## config.mk

```make
export PLATFORM = sky130hd
export DESIGN_NAME = zvs_duty_sequencer_flat
export DESIGN_NICKNAME = d
export VERILOG_FILES = /design/src/rtl/zvs_duty_sequencer_if.sv /design/src/rtl/zvs_duty_sequencer.sv /design/src/flat_wrapper.sv
export SDC_FILE = /design/constraint.sdc
export NUM_CORES = 1
export LEC_CHECK = 0
export ABC_AREA = 1
export CORE_MARGIN = 2
export CORE_UTILIZATION = 55
export CTS_BUF_LIST = sky130_fd_sc_hd__clkbuf_8
export CTS_CLUSTER_SIZE = 16
export DETAILED_ROUTE_END_ITERATION = 8
export PLACE_DENSITY = 0.76
export SLEW_MARGIN = 20
export SYNTH_ARGS = -nofsm -noshare
export SYNTH_HDL_FRONTEND = slang
export SYNTH_SLANG_ARGS = --single-unit
```

## constraint.sdc

```tcl
create_clock -name clk -period 4.72 [get_ports clk]
set_clock_uncertainty 0.15 [all_clocks]
set_input_delay 0.944 -clock clk [delete_from_list [all_inputs] [get_ports clk]]
set_output_delay 0.944 -clock clk [all_outputs]
set_load 0.01 [all_outputs]
```

## src/rtl/zvs_duty_sequencer_if.sv

```systemverilog
// zvs_duty_sequencer_if -- host/datapath bundle for the ZVS duty sequencer.
// Rev 1.0. Optional Fault signal present when SEQ_FAULT_LATCH_EN is defined.
`default_nettype none

interface zvs_duty_sequencer_if;
    logic       enable;
    logic [7:0] duty_target;
    logic [7:0] rate_in;
    logic       rate_valid;
    logic [7:0] duty_cmd;
    logic       tick;
    logic       run;
    logic       stall;
    logic [2:0] state;
`ifdef SEQ_FAULT_LATCH_EN
    logic       fault;
`endif

    modport master (
        output enable, duty_target, rate_in, rate_valid,
        input  duty_cmd, tick, run, stall, state
`ifdef SEQ_FAULT_LATCH_EN
        , input fault
`endif
    );

    modport slave (
        input  enable, duty_target, rate_in, rate_valid,
        output duty_cmd, tick, run, stall, state
`ifdef SEQ_FAULT_LATCH_EN
        , output fault
`endif
    );
endinterface

`default_nettype wire

```

## src/rtl/zvs_duty_sequencer.sv

```systemverilog
// zvs_duty_sequencer -- soft-start duty ramp with stall detect and auto-restart on a divided tick.
// Rev 1.0. SEQ_FAULT_LATCH_EN: stall latches into FAULT instead of auto-restarting.
`default_nettype none

module zvs_duty_sequencer #(
    parameter int TICK_DIV      = 1707,
    parameter int RAMP_STEP     = 1,
    parameter int RATE_MIN      = 10,
    parameter int STALL_TICKS   = 8,
    parameter int RESTART_TICKS = 30
) (
    input  wire logic             clk,
    input  wire logic             rst,
    zvs_duty_sequencer_if.slave   bus
);

    localparam int         c_tick_w   = $clog2(TICK_DIV);
    localparam logic [7:0] c_step     = 8'(RAMP_STEP);
    localparam logic [7:0] c_rate_min = 8'(RATE_MIN);

    localparam logic [2:0] c_st_idle         = 3'd0;
    localparam logic [2:0] c_st_ramp         = 3'd1;
    localparam logic [2:0] c_st_run          = 3'd2;
    localparam logic [2:0] c_st_stall        = 3'd3;
    localparam logic [2:0] c_st_restart_wait = 3'd4;
`ifdef SEQ_FAULT_LATCH_EN
    localparam logic [2:0] c_st_fault        = 3'd5;
`endif

    logic [c_tick_w-1:0] r_tick_cnt;
    logic [7:0]          r_rate_q;
    logic                r_seen;
    logic [2:0]          r_state;
    logic [7:0]          r_duty;
    logic [15:0]         r_stall_cnt;
    logic [15:0]         r_restart_cnt;

    logic                w_tick;
    logic                w_seen;
    logic [7:0]          w_rate;
    logic [8:0]          w_sum;
    logic [7:0]          w_next_duty;
    logic                w_stall_cond;

    assign w_tick = (r_tick_cnt == c_tick_w'(TICK_DIV - 1));

    // A rate strobe landing on the tick cycle itself still counts for that tick.
    assign w_seen = r_seen | bus.rate_valid;
    assign w_rate = bus.rate_valid ? bus.rate_in : r_rate_q;

    // 9-bit sum so a step near full scale saturates at the target instead of wrapping.
    assign w_sum = {1'b0, r_duty} + {1'b0, c_step};

    always_comb begin
        w_next_duty = bus.duty_target;
        if (bus.duty_target > r_duty && w_sum < {1'b0, bus.duty_target}) begin
            w_next_duty = w_sum[7:0];
        end
    end

    assign w_stall_cond = (r_duty > c_rate_min) && (!w_seen || (w_rate <= c_rate_min));

    always_ff @(posedge clk) begin
        if (rst) begin
            r_tick_cnt <= '0;
            r_rate_q   <= 8'd0;
            r_seen     <= 1'b0;
        end else begin
            r_tick_cnt <= w_tick ? '0 : r_tick_cnt + 1'b1;
            if (bus.rate_valid) begin
                r_rate_q <= bus.rate_in;
            end
            if (w_tick) begin
                r_seen <= 1'b0;
            end else if (bus.rate_valid) begin
                r_seen <= 1'b1;
            end
        end
    end

    always_ff @(posedge clk) begin
        if (rst || !bus.enable) begin
            r_state       <= c_st_idle;
            r_duty        <= 8'd0;
            r_stall_cnt   <= 16'd0;
            r_restart_cnt <= 16'd0;
        end else if (w_tick) begin
            case (r_state)
                c_st_idle: begin
                    r_duty <= 8'd0;
                    if (bus.duty_target != 8'd0) begin
                        r_state <= c_st_ramp;
                    end
                end
                c_st_ramp: begin
                    if (bus.duty_target == 8'd0) begin
                        r_duty  <= 8'd0;
                        r_state <= c_st_idle;
                    end else begin
                        r_duty <= w_next_duty;
                        if (w_next_duty == bus.duty_target) begin
                            r_state     <= c_st_run;
                            r_stall_cnt <= 16'd0;
                        end
                    end
                end
                c_st_run: begin
                    if (bus.duty_target == 8'd0) begin
                        r_duty      <= 8'd0;
                        r_state     <= c_st_idle;
                        r_stall_cnt <= 16'd0;
                    end else if (w_stall_cond && r_stall_cnt == 16'(STALL_TICKS - 1)) begin
                        r_duty      <= 8'd0;
                        r_state     <= c_st_stall;
                        r_stall_cnt <= 16'd0;
                    end else begin
                        r_duty      <= w_next_duty;
                        r_stall_cnt <= w_stall_cond ? r_stall_cnt + 16'd1 : 16'd0;
                    end
                end
                c_st_stall: begin
                    r_duty        <= 8'd0;
                    r_restart_cnt <= 16'd0;
`ifdef SEQ_FAULT_LATCH_EN
                    r_state       <= c_st_fault;
`else
                    r_state       <= c_st_restart_wait;
`endif
                end
                c_st_restart_wait: begin
                    r_duty <= 8'd0;
                    if (r_restart_cnt == 16'(RESTART_TICKS - 1)) begin
                        r_restart_cnt <= 16'd0;
                        r_state       <= c_st_idle;
                    end else begin
                        r_restart_cnt <= r_restart_cnt + 16'd1;
                    end
                end
`ifdef SEQ_FAULT_LATCH_EN
                c_st_fault: begin
                    r_duty <= 8'd0;
                end
`endif
                default: begin
                    r_duty  <= 8'd0;
                    r_state <= c_st_idle;
                end
            endcase
        end
    end

    assign bus.duty_cmd = r_duty;
    assign bus.tick     = w_tick;
    assign bus.state    = r_state;
    assign bus.run      = (r_state == c_st_ramp) || (r_state == c_st_run);
`ifdef SEQ_FAULT_LATCH_EN
    assign bus.stall    = (r_state == c_st_stall) || (r_state == c_st_restart_wait) ||
                          (r_state == c_st_fault);
    assign bus.fault    = (r_state == c_st_fault);
`else
    assign bus.stall    = (r_state == c_st_stall) || (r_state == c_st_restart_wait);
`endif

endmodule

`default_nettype wire

```

## src/flat_wrapper.sv

```systemverilog
// flat-port wrapper written by rule: the top's interface ports become plain ports
module zvs_duty_sequencer_flat 
#(
    parameter int TICK_DIV      = 1707,
    parameter int RAMP_STEP     = 1,
    parameter int RATE_MIN      = 10,
    parameter int STALL_TICKS   = 8,
    parameter int RESTART_TICKS = 30
)
  (clk, rst, bus_enable, bus_duty_target, bus_rate_in, bus_rate_valid, bus_duty_cmd, bus_tick, bus_run, bus_stall, bus_state);
  zvs_duty_sequencer_if bus_i ();
  input  wire logic clk;
  input  wire logic rst;
  input wire logic [$bits(bus_i.enable)-1:0] bus_enable;
  input wire logic [$bits(bus_i.duty_target)-1:0] bus_duty_target;
  input wire logic [$bits(bus_i.rate_in)-1:0] bus_rate_in;
  input wire logic [$bits(bus_i.rate_valid)-1:0] bus_rate_valid;
  output wire logic [$bits(bus_i.duty_cmd)-1:0] bus_duty_cmd;
  output wire logic [$bits(bus_i.tick)-1:0] bus_tick;
  output wire logic [$bits(bus_i.run)-1:0] bus_run;
  output wire logic [$bits(bus_i.stall)-1:0] bus_stall;
  output wire logic [$bits(bus_i.state)-1:0] bus_state;
  assign bus_i.enable = bus_enable;
  assign bus_i.duty_target = bus_duty_target;
  assign bus_i.rate_in = bus_rate_in;
  assign bus_i.rate_valid = bus_rate_valid;
  assign bus_duty_cmd = bus_i.duty_cmd;
  assign bus_tick = bus_i.tick;
  assign bus_run = bus_i.run;
  assign bus_stall = bus_i.stall;
  assign bus_state = bus_i.state;
  zvs_duty_sequencer #(.TICK_DIV(TICK_DIV), .RAMP_STEP(RAMP_STEP), .RATE_MIN(RATE_MIN), .STALL_TICKS(STALL_TICKS), .RESTART_TICKS(RESTART_TICKS)) u_core (.clk(clk), .rst(rst), .bus(bus_i));
endmodule
```

==> summary.md, run 1 <==
The flow ran to the end, and the final reports show no timing, DRC or antenna violations. The critical path contains buffers and inverters numbering 3 combined. Clock latency on the worst-skew pair, taken at its later pin, is 0.35 ns. The synthesis-to-layout area growth was 14.1%; the cell area after layout was 4740 sq um.

The I/O pin total is 34. For this block, the initial DRC count from the detailed router was 254. Buffers inserted during clock tree synthesis total 9. The worst setup path is captured at a flop. The die is 90.9 microns tall. The run gives 7 as the number of detailed-routing iterations run before antenna repair. The kind of start point of the critical path was a flop. The final layout contains routed wiring with a total length of 9.37 mm. The run gives 0 as the final count of hold timing violations.

The slew at the pin closest to its max-slew limit is 1.06 ns, and the horizontal extent of the die is 90.9 microns. CTS built an H-tree with a depth of 3. The post-synthesis register bit count came out at 63. For flop-to-flop paths, the worst setup slack is 0.85 ns. IR analysis of the VDD net gives a maximum drop of 0.197 mV.

The number of cells on the worst reg-to-reg path is 25. Post-synthesis cell type count: 41. Residual antenna-violating net count after detailed routing: 0.

The number of buffers added on ports works out to 33. The critical-path maximum fanout is 18, and the reported max-cap violation count is 0. The worst hold path belongs to the class reg -> reg. Setup repair after global routing left no endpoint under its margin. The part of the total power dissipated in combinational logic is 7.8%, and the share of the clock period used by the worst path is 81.9%. In the routed layout, each cell is associated on average with a via count of 5.31. The switching power share of the total works out to 23.9%. The path type of the worst setup path was reg -> reg. Measured on the finished design, the core utilization comes to 65.0%. The fraction of final layout cells with drive strength greater than 1 is 5.99%, and the remaining global-route overflow is 0. The arrival time of data at the critical path endpoint was 4.00 ns; the minimum clock period after layout was 3.87 ns. The floorplan has 31 rows.

The post-placement worst setup slack was 0.577 ns. In the layout the commonest cells are nand2_1 (140), inv_1 (103), nor2_1 (90). The master of the slowest instance on the critical path was dfxtp_1.

In this run the power spent charging and discharging nets is 271 uW. The first global-routing pass estimated 16.3 mm of wire. Summed over all cells, the static leakage comes to 0.00204 uW. Commonest non-fill, non-tap cell in the layout: nand2_1. Among all flip-flop cells after synthesis, the most frequent one is dfxtp_1. The worst register-to-register path begins at u_core.bus.duty_cmd[0]$_SDFFE_PP0P_. The share of total power dissipated in the clock network is 44.4%. The post-detailed-route DRC marker count was 0; the total half-perimeter wirelength after legalization and detailed placement was 6.91 mm. Global routing consumed, over all layers together, 23.5% of the routing resources. The run gives 0 as the number of antenna violations at the first check in global routing. The Yosys step of the flow raised 0 warnings. Power comes to 1130 uW. Measured against its own limit, the worst slew margin works out to 29.5%. The routed length per placed instance was 12.2 microns. The clock sink count is 63. The synthesized netlist occupies a cell area of 4160 sq um. The critical path runs through a total of 25 cells.

Delay of the slowest critical-path stage: 0.52 ns. The most numerous cell type found on the critical path is nand2_1. Static timing analysis puts the maximum clock frequency at 0.259 GHz.

The number of cells on the worst hold path is 1. For the area of the core, the log shows 7290 sq um. Broken down by cell family, the worst path's largest delay share belongs to simple AND/OR/NAND/NOR gates. The repair_antennas step left the layout with diodes totalling 0. The number of max-slew violations in the final report was 0. The sum of negative setup slack is 0 ns. The total power density per cell area works out to 239 nW/um^2. The worst hold path begins at u_core.r_tick_cnt[0]$_SDFF_PP0_.

The tools report the starting utilization of the core area as 57.0%. The internal portion of the total power is 862 uW. For the sequential power share, the log shows 47.8%. Synthesized area per cell: 6.53 sq um.

The tools report the destination of the worst register-to-register timing path as u_core.r_stall_cnt[15]$_SDFFE_PP0P_. For the number of nets in the finished design, the log shows 706. The routed layout has 4076 vias. The run gives 636 as the cell count after synthesis.

Library cell used as clock root buffer: clkbuf_8. The run gives 679 as the synthesized net count. The run gives 24 as the largest net degree at the start of global routing. For the maximum buffer depth of the clock tree, the log shows 2.

Routability-driven placement finished with a final weighted congestion of 0.916. Summing all placed instances gives a cell area of 4520 sq um. The hold-critical path endpoint was u_core.r_tick_cnt[0]$_SDFF_PP0_. Sequential elements use 30.4% of the synthesized area. Setup violations remaining at the end of the flow were counted as 0.

The synthesized design contains 0 enable-type register cells. The clock slew seen by the registers of the worst setup and hold paths is 0.07 ns. The tools report the post-cts repair resize count as 0. Counting flops with an async set or reset pin after synthesis yields a share of 0%. The total setup buffers inserted after CTS is 0, and the data required time of the critical path is 4.85 ns. Across all setup checks in the final design, the least slack found is 0.852 ns. Hold-fix buffer count after cts: 0. TritonCTS built the clock tree. The logs give 3824 for the number of global-route vias before repair and 8270 sq um for the floorplan die area.
## synthesized netlist by cell type (3+ instances only)
| library cell | number | area [sq um] |
|---|---|---|
| mux2i_1 | 5 | 50.1 |
| inv_2 | 4 | 15.0 |
| o21ai_1 | 4 | 20.0 |
| ha_1 | 23 | 288 |
| inv_1 | 103 | 387 |
| dfxtp_1 | 63 | 1260 |
| o2111ai_1 | 8 | 70.1 |
| nor4_1 | 8 | 50.1 |
| clkbuf_1 | 10 | 37.5 |
| nor3_1 | 17 | 85.1 |
| o21ai_0 | 15 | 75.1 |
| or2_2 | 4 | 25.0 |
| nor2_1 | 90 | 338 |
| nand3_1 | 25 | 125 |
| a21oi_1 | 27 | 135 |
| a31oi_1 | 9 | 56.3 |
| nor3b_1 | 7 | 52.6 |
| nand2_1 | 140 | 526 |
| nor2_2 | 4 | 25.0 |
| xor2_1 | 9 | 78.8 |
| a221oi_1 | 3 | 26.3 |
| buf_2 | 4 | 20.0 |
| nand4_1 | 31 | 194 |
## flip-flops by register name (all words and copies together), names as in the netlist
name,count
u_core.bus.duty_cmd,8
u_core.r_seen,1
u_core.r_rate_q,8
u_core.r_tick_cnt,11
u_core.r_stall_cnt,16
u_core.r_restart_cnt,16
u_core.bus.state,3
## per-stage QoR
stage          hold WS [ns]  cells
2_1_floorplan         0.280    636
3_3_place_gp          0.296    751
3_5_place_dp          0.306    751
4_1_cts               0.322    767
5_1_grt               0.341    767
6_report              0.320    767
## how the worst max path moves through the flow
stage | to | startpoint
2_1_floorplan | u_core.r_stall_cnt[12]$_SDFFE_PP0P_ | u_core.bus.duty_cmd[0]$_SDFFE_PP0P_
3_3_place_gp | u_core.r_stall_cnt[7]$_SDFFE_PP0P_ | bus_duty_target[4]
3_5_place_dp | u_core.r_stall_cnt[14]$_SDFFE_PP0P_ | bus_duty_target[4]
4_1_cts | u_core.r_stall_cnt[15]$_SDFFE_PP0P_ | u_core.bus.duty_cmd[0]$_SDFFE_PP0P_
5_1_grt | u_core.r_stall_cnt[13]$_SDFFE_PP0P_ | u_core.bus.duty_cmd[0]$_SDFFE_PP0P_
6_report | u_core.r_stall_cnt[15]$_SDFFE_PP0P_ | u_core.bus.duty_cmd[0]$_SDFFE_PP0P_
## per-layer routing
layer	vias up	wire, microns	track usage, %
li1	2126	-	-
met1	1857	4500	29.9
met2	80	4400	39.3
met3	13	356	5.09
met4	0	113	8.33
met5	-	0	0
## power by group through the flow
| stage | Combinational (uW) | Sequential (uW) | Clock [uW] |
|---|---|---|---|
| 3_3_place_gp | 84.6 | 553 | 0 |
| 2_1_floorplan | 59.4 | 553 | 0 |
| 6_report | 88.5 | 541 | 503 |
| 5_1_grt | 101 | 542 | 539 |
| 3_5_place_dp | 87.6 | 553 | 0 |
| 4_1_cts | 88.2 | 541 | 510 |
## area by class of cell
cell class                      instances  area [sq um]
Clock buffer                           12           165
Clock inverter                          4          52.6
Fill cell                             669          2550
Inverter                              107           402
Multi-Input combinational cell        449          2400
Sequential cell                        63          1260
Tap cell                               99           124
Timing Repair Buffer                   33           330
## kinds of logic (layout without fill, tap and decap cells)
group / Yosys count / in the layout / share of synthesized area, %
buf+inv: 124 / 156 / 11.8
flops: 63 / 63 / 30.4
xor+xnor: 9 / 9 / 1.90
mux: 5 / 5 / 1.20
compound gates: 75 / 75 / 11.1
fa+ha+maj: 23 / 23 / 6.93
simple gates: 337 / 337 / 36.7
No activity file was read; power rests on OpenSTA's default activity.
==> run 2, diff against run 1 <==
- clock period: 4.72 -> 3.9 ns (I/O delays scaled with it)
==> run 2 against run 1 <==
Compared with the run above:
- combinational power rose by 27%
- global-route usage rose by 0.69 points
- via count rose by 1.4%
- non-clock buffer count rose by 8
- critical path type unchanged
- largest cell class unchanged
- highest routed layer unchanged
==> summary.md, run 2 (same netlist as run 1, synthesis figures left out) <==
The flow ran to the end, and the final reports show no timing, DRC or antenna violations. The run gives 4132 as the via count. Routability-driven placement finished with a final weighted congestion of 0.909. For the sum of negative setup slack, the log shows 0 ns. For the pin with the worst max-slew slack, the measured transition is 0.542 ns. In this run the remaining antenna-violating nets after routing total 0. Measured along the x axis, the die boundary spans 90.9 microns. Across the run, the number of max-cap violations was 0. Fraction of final layout cells with drive strength greater than 1: 6.96%.

The worst hold path belongs to the class reg -> reg. The clock reaches the later pin of the worst-skew pair after 0.34 ns. Setup violations remaining at the end of the flow were counted as 0. The number of cells on the worst hold path is 1. The tools report the post-detailed-route DRC marker count as 0. Along the worst path, the maximum fanout reaches 18. The first global-routing pass estimated 16.8 mm of wire. OpenSTA, run right after detailed placement, puts the worst setup slack at 0.154 ns.

The logs give 0.284 GHz for the maximum frequency from static timing analysis and 63 for the clock sink count. The run gives 31 as the floorplan row count. The library cell used as clock root buffer was clkbuf_8. The worst path uses 90.1% of the clock period. Commonest non-fill, non-tap cell in the layout: nand2_1.

The total half-perimeter wirelength after legalization and detailed placement was 7.22 mm; the I/O pin total was 34. The logs give 3895 for the number of global-route vias before repair and 0 for the total setup buffers inserted after CTS. The total area inside the core boundary comes to 7290 sq um.

In the post-route analysis, the smallest setup slack over all paths is 0.385 ns. The path type of the worst setup path is reg -> reg. 0 antenna diodes ended up in the layout. For the data required time of the critical path, the log shows 3.99 ns. The static leakage is 0.00210 uW.

In the final design database the tool counted 714 nets. The top cell types in the final layout, fill and taps aside, are nand2_1 (140), inv_1 (104), nor2_1 (90). Remaining global-route overflow: 0.

In the final layout, the registers with the most flip-flops are u_core.r_restart_cnt x16, u_core.r_stall_cnt x16, u_core.r_tick_cnt x11. After the first detailed-routing iteration, the DRC count stood at 226. The maximum buffer depth of the clock tree was 2. In this run, post-CTS repair resized a total of 0 instances. Depth of the worst register-to-register path: 23. The tools report the final count of hold timing violations as 0. For the arrival time of data at the critical path endpoint, the log shows 3.61 ns. The routed design has 9.54 mm of wire.

The routed length per placed instance is 12.3 microns, and the starting utilization of the core area is 57.0%. The floorplan step defined a die boundary enclosing 8270 sq um. The number of buffers added on ports came out at 33. The pre-antenna-repair detailed-routing pass consisted of 5 iterations. The overall routing resource usage is 24.2%. The worst setup path is launched from a flop. The number of clock buffers added by TritonCTS is 9. The clock slew seen by the registers of the worst setup and hold paths works out to 0.07 ns.

After clock tree synthesis, the flow added hold-fix buffers numbering 0. In this run the tightest slew margin relative to its limit is 63.6%. The minimum clock period after layout works out to 3.52 ns. The smallest hold slack is 0.320 ns. The clock tree synthesis step divided the H-tree into 3 levels. The detail-routed via count per cell came out at 5.34. The logs give 20 for the largest net degree at the start of global routing and 0.242 mV for the largest vdd supply drop. TritonCTS built the clock tree. The number of antenna violations at the first check in global routing was 0; the die extent in y was 90.9 microns.

The number of max-slew violations in the final report is 0. The worst setup path is captured at a flop. The area growth from synthesis to layout is 15.4%. Setup repair after global routing left no endpoint under its margin. Total power density per cell area: 290 nW/um^2.
run 2: per-stage QoR:
stage	instances	instance area, sq um	power, uW	utilization, %
3_3_place_gp	759	4580	777	62.8
5_1_grt	774	4790	1450	65.8
4_1_cts	774	4790	1400	65.7
6_report	774	4790	1390	65.8
3_5_place_dp	759	4580	782	62.8
2_1_floorplan	636	4160	741	-
run 2: final cells by class:
| type | instances | area (sq um) |
|---|---|---|
| fillers | 689 | 2500 |
| multi-input cells | 449 | 2400 |
| flip-flops and latches | 63 | 1260 |
| inverters | 107 | 402 |
| repair buffers | 41 | 390 |
| clock buffers | 10 | 138 |
| well taps | 99 | 124 |
| clock inverters | 5 | 73.8 |
run 2: path summary, 6_finish.rpt:
kind                                        from                                  end  slack (ns)
min reg2reg      u_core.r_tick_cnt[0]$_SDFF_PP0_      u_core.r_tick_cnt[0]$_SDFF_PP0_        0.32
max reg2reg  u_core.bus.duty_cmd[1]$_SDFFE_PP0P_  u_core.r_stall_cnt[13]$_SDFFE_PP0P_        0.38
max          u_core.bus.duty_cmd[1]$_SDFFE_PP0P_  u_core.r_stall_cnt[13]$_SDFFE_PP0P_        0.38
min              u_core.r_tick_cnt[0]$_SDFF_PP0_      u_core.r_tick_cnt[0]$_SDFF_PP0_        0.32
run 2: report_power, final:
part	total [uW]	switching (uW)	internal, uW
Clock	623	254	369
Sequential	655	3.56	652
Combinational	112	63.2	49.2
Total	1390	320	1070
run 2: critical path, stage by stage, from the launching register on:
cell	delay [ns]
dfxtp_1	0.43
ha_1	0.24
nand3_2	0.11
xor2_1	0.29
inv_1	0.11
ha_1	0.32
nand2_1	0.08
nor2_1	0.08
nand2_1	0.05
nand3_1	0.06
nand2_1	0.05
nand2_1	0.05
nand2_1	0.15
buf_4	0.22
nand4_1	0.08
nand2_1	0.06
inv_1	0.05
nand2_1	0.05
nor2_2	0.11
nand2_2	0.08
nand2_4	0.15
nand3_4	0.21
nor2_1	0.17
nor2_1	0.06
run 2: metal layers:
| metal | track usage (%) | vias to the layer above | wire length [microns] |
|---|---|---|---|
| met5 | 0 | - | 0 |
| met4 | 8.08 | 0 | 108 |
| met1 | 30.8 | 1887 | 4400 |
| met3 | 4.76 | 10 | 467 |
| li1 | - | 2139 | - |
| met2 | 41.0 | 96 | 4570 |
